### config.mk
export PLATFORM = sky130hd
export DESIGN_NAME = bcd2bin_seq
export DESIGN_NICKNAME = d
export VERILOG_FILES = /design/src/rtl/bcd2bin_seq.sv
export SDC_FILE = /design/constraint.sdc
export NUM_CORES = 1
export LEC_CHECK = 0
export ABC_CLOCK_PERIOD_IN_PS = 3650
export CORE_ASPECT_RATIO = 1.75
export CORE_MARGIN = 5
export CORE_UTILIZATION = 45
export CTS_CLUSTER_SIZE = 20
export DETAILED_ROUTE_END_ITERATION = 8
export GPL_TIMING_DRIVEN = 0
export PLACE_DENSITY_LB_ADDON = 0.3
export SLEW_MARGIN = 20
export SYNTH_ARGS = -nofsm -noshare
export SYNTH_HDL_FRONTEND = slang
export SYNTH_SLANG_ARGS = --single-unit
### constraint.sdc
create_clock -name clk -period 3.65 [get_ports clk]
set_input_delay 0.73 -clock clk [delete_from_list [all_inputs] [get_ports clk]]
set_output_delay 0.73 -clock clk [all_outputs]
set_load 0.02 [all_outputs]
### src/rtl/bcd2bin_seq.sv
// Purpose: sequential BCD-to-binary converter, MSD first, Horner acc = acc*10 + digit.
// Latency: NDIG cycles from accepted start to done (1 cycle for an invalid-digit reject).
// Backpressure: none; start is sampled only in IDLE, and a start while busy is dropped.
module bcd2bin_seq #(
    parameter int NDIG = 4,
    parameter int BW   = 14
) (
    input  logic              clk,
    input  logic              rst_n,
    input  logic              start,
    input  logic [4*NDIG-1:0] BCD,
    output logic [BW-1:0]     B,
    output logic              busy,
    output logic              done,
    output logic              err
);

    localparam int CW = (NDIG > 1) ? $clog2(NDIG) : 1;

    typedef enum logic {
        S_IDLE = 1'b0,
        S_CONV = 1'b1
    } state_t;

    state_t            r_state, w_state;
    logic [4*NDIG-1:0] r_shadow, w_shadow;
    logic [BW-1:0]     r_acc, w_acc;
    logic [CW-1:0]     r_cnt, w_cnt;
    logic [BW-1:0]     r_b, w_b;
    logic              r_done, w_done;
    logic              r_err, w_err;

    logic              w_bad;
    logic [3:0]        w_digit;
    logic [BW-1:0]     w_acc_step;

    // Flag any input digit above 9; such a request is rejected without converting.
    always_comb begin
        w_bad = 1'b0;
        for (int i = 0; i < NDIG; i++) begin
            if (BCD[4*i +: 4] > 4'd9) begin
                w_bad = 1'b1;
            end
        end
    end

    // One Horner step on the latched digit selected by the countdown counter.
    assign w_digit    = r_shadow[{r_cnt, 2'b00} +: 4];
    assign w_acc_step = (r_acc << 3) + (r_acc << 1) + {{(BW-4){1'b0}}, w_digit};

    // Next-state and datapath updates; outputs hold unless explicitly changed.
    always_comb begin
        w_state  = r_state;
        w_shadow = r_shadow;
        w_acc    = r_acc;
        w_cnt    = r_cnt;
        w_b      = r_b;
        w_err    = r_err;
        w_done   = 1'b0;
        case (r_state)
            S_IDLE: begin
                if (start) begin
                    if (w_bad) begin
                        w_b    = '0;
                        w_err  = 1'b1;
                        w_done = 1'b1;
                    end else begin
                        w_shadow = BCD;
                        w_acc    = '0;
                        w_cnt    = CW'(NDIG - 1);
                        w_err    = 1'b0;
                        w_state  = S_CONV;
                    end
                end
            end
            S_CONV: begin
                w_acc = w_acc_step;
                if (r_cnt == '0) begin
                    w_b     = w_acc_step;
                    w_done  = 1'b1;
                    w_state = S_IDLE;
                end else begin
                    w_cnt = r_cnt - 1'b1;
                end
            end
            default: w_state = S_IDLE;
        endcase
    end

    // State and datapath registers; reset clears everything without a clock.
    always_ff @(posedge clk or negedge rst_n) begin
        if (!rst_n) begin
            r_state  <= S_IDLE;
            r_shadow <= '0;
            r_acc    <= '0;
            r_cnt    <= '0;
            r_b      <= '0;
            r_done   <= 1'b0;
            r_err    <= 1'b0;
        end else begin
            r_state  <= w_state;
            r_shadow <= w_shadow;
            r_acc    <= w_acc;
            r_cnt    <= w_cnt;
            r_b      <= w_b;
            r_done   <= w_done;
            r_err    <= w_err;
        end
    end

    assign B    = r_b;
    assign busy = (r_state == S_CONV);
    assign done = r_done;
    assign err  = r_err;

endmodule

### Yosys cells after proc, flatten, opt, wreduce, memory -nomap -nowiden

Cells that the tools add are included.

* add/subtract/negate cells: 3
* order comparisons: 4
* eq/ne operators: 5
* shift operators: 1
* muxes and demuxes: 23
* bitwise operators: 2
* reduce and logical (&&, ||, !) cells: 6

Operators by type and width (number)
* 2-to-1 mux 14 bit: 3
* one-hot mux 14 bit (2 select lines): 1
* 2-to-1 mux 13 bit: 2
* one-hot mux 13 bit (2 select lines): 1
* greater-than comparator 4 bit, second input constant: 4
* indexed part select 16 x 5 -> 4 bit: 1
* adder 14 bit: 1
* adder 14 x 4 -> 14 bit: 1
* 2-to-1 mux 1 bit: 10
* AND reduction 3 bit: 3
* inequality test 2 bit, second input constant: 4
* 2-to-1 mux 2 bit: 3
* one-hot mux 1 bit (2 select lines): 2
* one-hot mux 2 bit (2 select lines): 1
* AND reduction 2 bit: 2
* zero test 2 bit: 1
* inequality test 2 x 1 -> 1 bit, second input constant: 1
* inverter 1 bit: 2
* subtractor 2 x 1 -> 2 bit, second input constant: 1

* flip-flop bits (word level): 48
* input bits: 19
* output and inout bits: 17
* logic and storage cells: 51

### Logic depth before layout (Yosys ltp)

* depth after elaboration: 8
* gate-level depth with buffers: 11
* gate-level depth less buffers: 10

### Least setup slack after synthesis

OpenSTA, ideal clock, no wires.

* kind: register -> register
* start point: register r_cnt[0]
* end point: register r_b[13], in the netlist B[13]
* arrival: 2.943 ns
* slack: 0.581 ns
* cell stages (with the launch flop): 12
* period minus slack after synthesis: 3.069 ns
* path through: dfrtp_1 -> clkbuf_1 -> mux4_2 -> inv_1 -> fa_1 -> inv_1 -> ha_1 -> a21o_1 -> and4_1 -> o21a_1 -> a21o_1 -> a221o_1

* cells in the longest elaborated chain, start to end: 4

RTL lines
* from (decl): line 28 `logic [CW-1:0] r_cnt, w_cnt;`
* from (signal assigned): line 104 `r_cnt <= w_cnt;`
* indexed part select 16 x 5 -> 4 bit: line 48 `assign w_digit = r_shadow[{r_cnt, 2'b00} +: 4];`
* adder 14 x 4 -> 14 bit: line 49 `assign w_acc_step = (r_acc << 3) + (r_acc << 1) + {{(BW-4){1'b0}}, w_digit};`
* 2-to-1 mux 14 bit: line 78 `if (r_cnt == '0) begin`
* one-hot mux 14 bit (2 select lines): line 60 `case (r_state)`
* to (signal assigned): line 105 `r_b <= w_b;`
* to (decl): line 29 `logic [BW-1:0] r_b, w_b;`

Several ways; a longest one is shown, not always the timed one. The select of a mux whose other input is x is not followed.
A chain may end at the register's enable or synchronous reset.

### Worst setup path in the final report

Ends and elaborated chain as after synthesis.

==> run summary <==
status = finished, final reports clean
Crit. End Element = register
internal reg-to-reg setup slack = 0.26 ns
share of cells above drive strength 1 = 15.02%
setup ws final = 0.2642 ns
Design Area, Final = 0.003286 sq mm
Total Wirelength = 6.324 mm
Mapped Nets = 293
cell taking the most area after synthesis = dfrtp_1
fin nets = 336
I/O Buffers = 35
maximum vdd drop = 358.9 uV
CTS HTree Levels = 2
top post-synthesis cells by count = dfrtp_1 (48), nand2_1 (24), ha_1 (23), mux2_2 (19), inv_1 (14)
CP Launch Point = r_cnt[0]
max cap viols = 0
Min-Delay Path Class = in2async
Mean Syn Cell Area = 10.96 sq um
RR Startpoint = r_cnt[0]
Worst EP required = 3.84 ns
max-slew violation count = 0
clk root buf = clkbuf_8
Critical Path Source Type = register
Placed Instances = 363
flops & latches, synth = 48
Fin. Hold Viols = 0
# Post-CTS Setup Buffers = 0
crit path DAT = 3.58 ns
Post-synth EDFFs = 0
total power = 2.924 mW
period utilization = 92.76%
final setup skew = 0.005419 ns
average wire per standard cell = 17.05 um
Least-Margin Pin Slew = 0.4699 ns
largest net degree at the start of global routing = 31
dpl cell area = 0.003192 sq mm
Top Ports = 36
Final TNS setup = 0 ns
Ys Warns = 0
Rows = 37
antenna viol nets, final = 0
Cells after Synth = 249
clk slew on worst S/H paths = 0.09 ns
P_leak = 1.509 nW
Initial DRC Count = 82
clock sink count = 48
cell with the most instances after synthesis = dfrtp_1
P&R area growth vs syn = 20.40%
Post-route DRC = 0
max_slew headroom = 68.67%
Yosys top cell area share = 44.02%
vias = 2082
worst skew pair latency = 0.30 ns
Tmin final = 3.386 ns
CTS Buffer Depth = 2
Area contributors post-synth = dfrtp_1 (44%), ha_1 (11%), mux2_2 (7.8%)
dpl ws = 0.2528 ns
hold_buf cts = 0
fillers = 554
Core Region = 0.005879 sq mm
GRT Total Usage = 17.87%
crit path to = B[13]
power density cells = 890.1 mW/mm^2
Reg2Reg Capture Point = B[13]
RSZ-0062 raised after global routing = no
synth unique cells = 45
Ant. Diodes = 0
vias per cell = 5.612
Crit Path Class = reg2reg
Top FF cell, synth = dfrtp_1
First-pass DRT Iterations = 4
R2R depth = 11
cts bufs inserted = 5
vias in the first global route = 2259
die width = 68.87 um
Post-Synthesis Cell Area = 0.002729 sq mm
total grt overflow = 0
FFs w/ async S/R, synth = 100.0%
Non-Filler Instances = 371
Routability Congestion = 0.8960
count of final setup violators = 0
Min Hold Slack = 0.3758 ns
first-pass GRT wire length = 10.44 mm
Max Clk Rate = 295.4 MHz
sequential fraction of the synthesis area = 44.02%
post-cts resize count = 0
initial antenna violation count = 0
die area = 0.007783 sq mm
Initial Utilization = 46.41%
post-layout util = 55.88%
TritonCTS clock tree = done
Die Ht = 113.0 um
Post-DP HPWL = 5.098 mm
CP Max Fanout = 6
## layer usage
layer	up-vias	track usage, %	routed length, um
met4	0	5.208	141
met5	-	0	0
met2	47	33.74	3652
li1	992	-	-
met3	14	3.078	228
met1	1029	19.28	2301
## flip-flops by register name, summed over array words and instances (netlist names)
signal	flops
r_shadow	16
err	1
r_acc	13
r_cnt	2
busy	1
done	1
B	14
## worst min-delay path by stage
stage	to	slack, ns	depth (start not counted)
6_report	B[6]	0.38	1
5_1_grt	B[13]	0.41	1
4_1_cts	B[13]	0.39	1
3_5_place_dp	B[4]	0.46	2
3_3_place_gp	B[4]	0.46	2
2_1_floorplan	B[0]	0.43	0
## cells by family after synthesis
group / synth area share [%]
AND/OR/NAND/NOR: 12.15
AO/OA/AOI/OAI: 14.76
flip-flops: 44.02
adder cells (fa/ha/maj): 12.01
buffers and inverters: 3.989
multiplexers: 11.14
XOR/XNOR: 1.926
## final cells by class
class                   instances  area (sq um)  area share [%]
plain buffers                   9         56.30           1.714
repair buffers                 36         365.4           11.12
well taps                      78         97.59           2.970
clock buffers                   7         86.33           2.628
multi-input cells             178          1419           43.18
flip-flops and latches         48          1201           36.56
clock inverters                 1         7.507          0.2285
inverters                      14         52.55           1.599
## worst max-delay path, cell delays in order, from the launching register on
cell and delay [ns]:
dfrtp_1 0.33, clkbuf_1 0.36, mux4_2 0.55, inv_1 0.08, fa_1 0.46, inv_1 0.09
ha_1 0.22, a21o_1 0.20, and4_1 0.24, o21a_1 0.27, a21o_1 0.19, a221o_1 0.28
## placed cells by master (no fill, tap or decap), drive strengths merged, types with 2 or more instances in the layout
cell	instances
a21o	6
a21oi	13
a22o	5
a31o	2
a31oi	2
a32o	4
and2	4
and3	3
and4	2
buf	9
clkbuf	9
clkdlybuf4s50	34
dfrtp	48
fa	2
ha	23
inv	14
mux2	19
mux4	4
nand2	24
nand2b	3
nand3	8
nand4	2
nor2	7
nor3	5
o2111ai	2
o211ai	2
o21a	2
o21ai	12
o31ai	2
or3	5
xnor2	5
## where the power goes
part	internal (mW)	switching (mW)
registers	0.756	0.154
logic	0.772	0.910
clock network	0.154	0.178
Power figures use the tool's default switching activity.
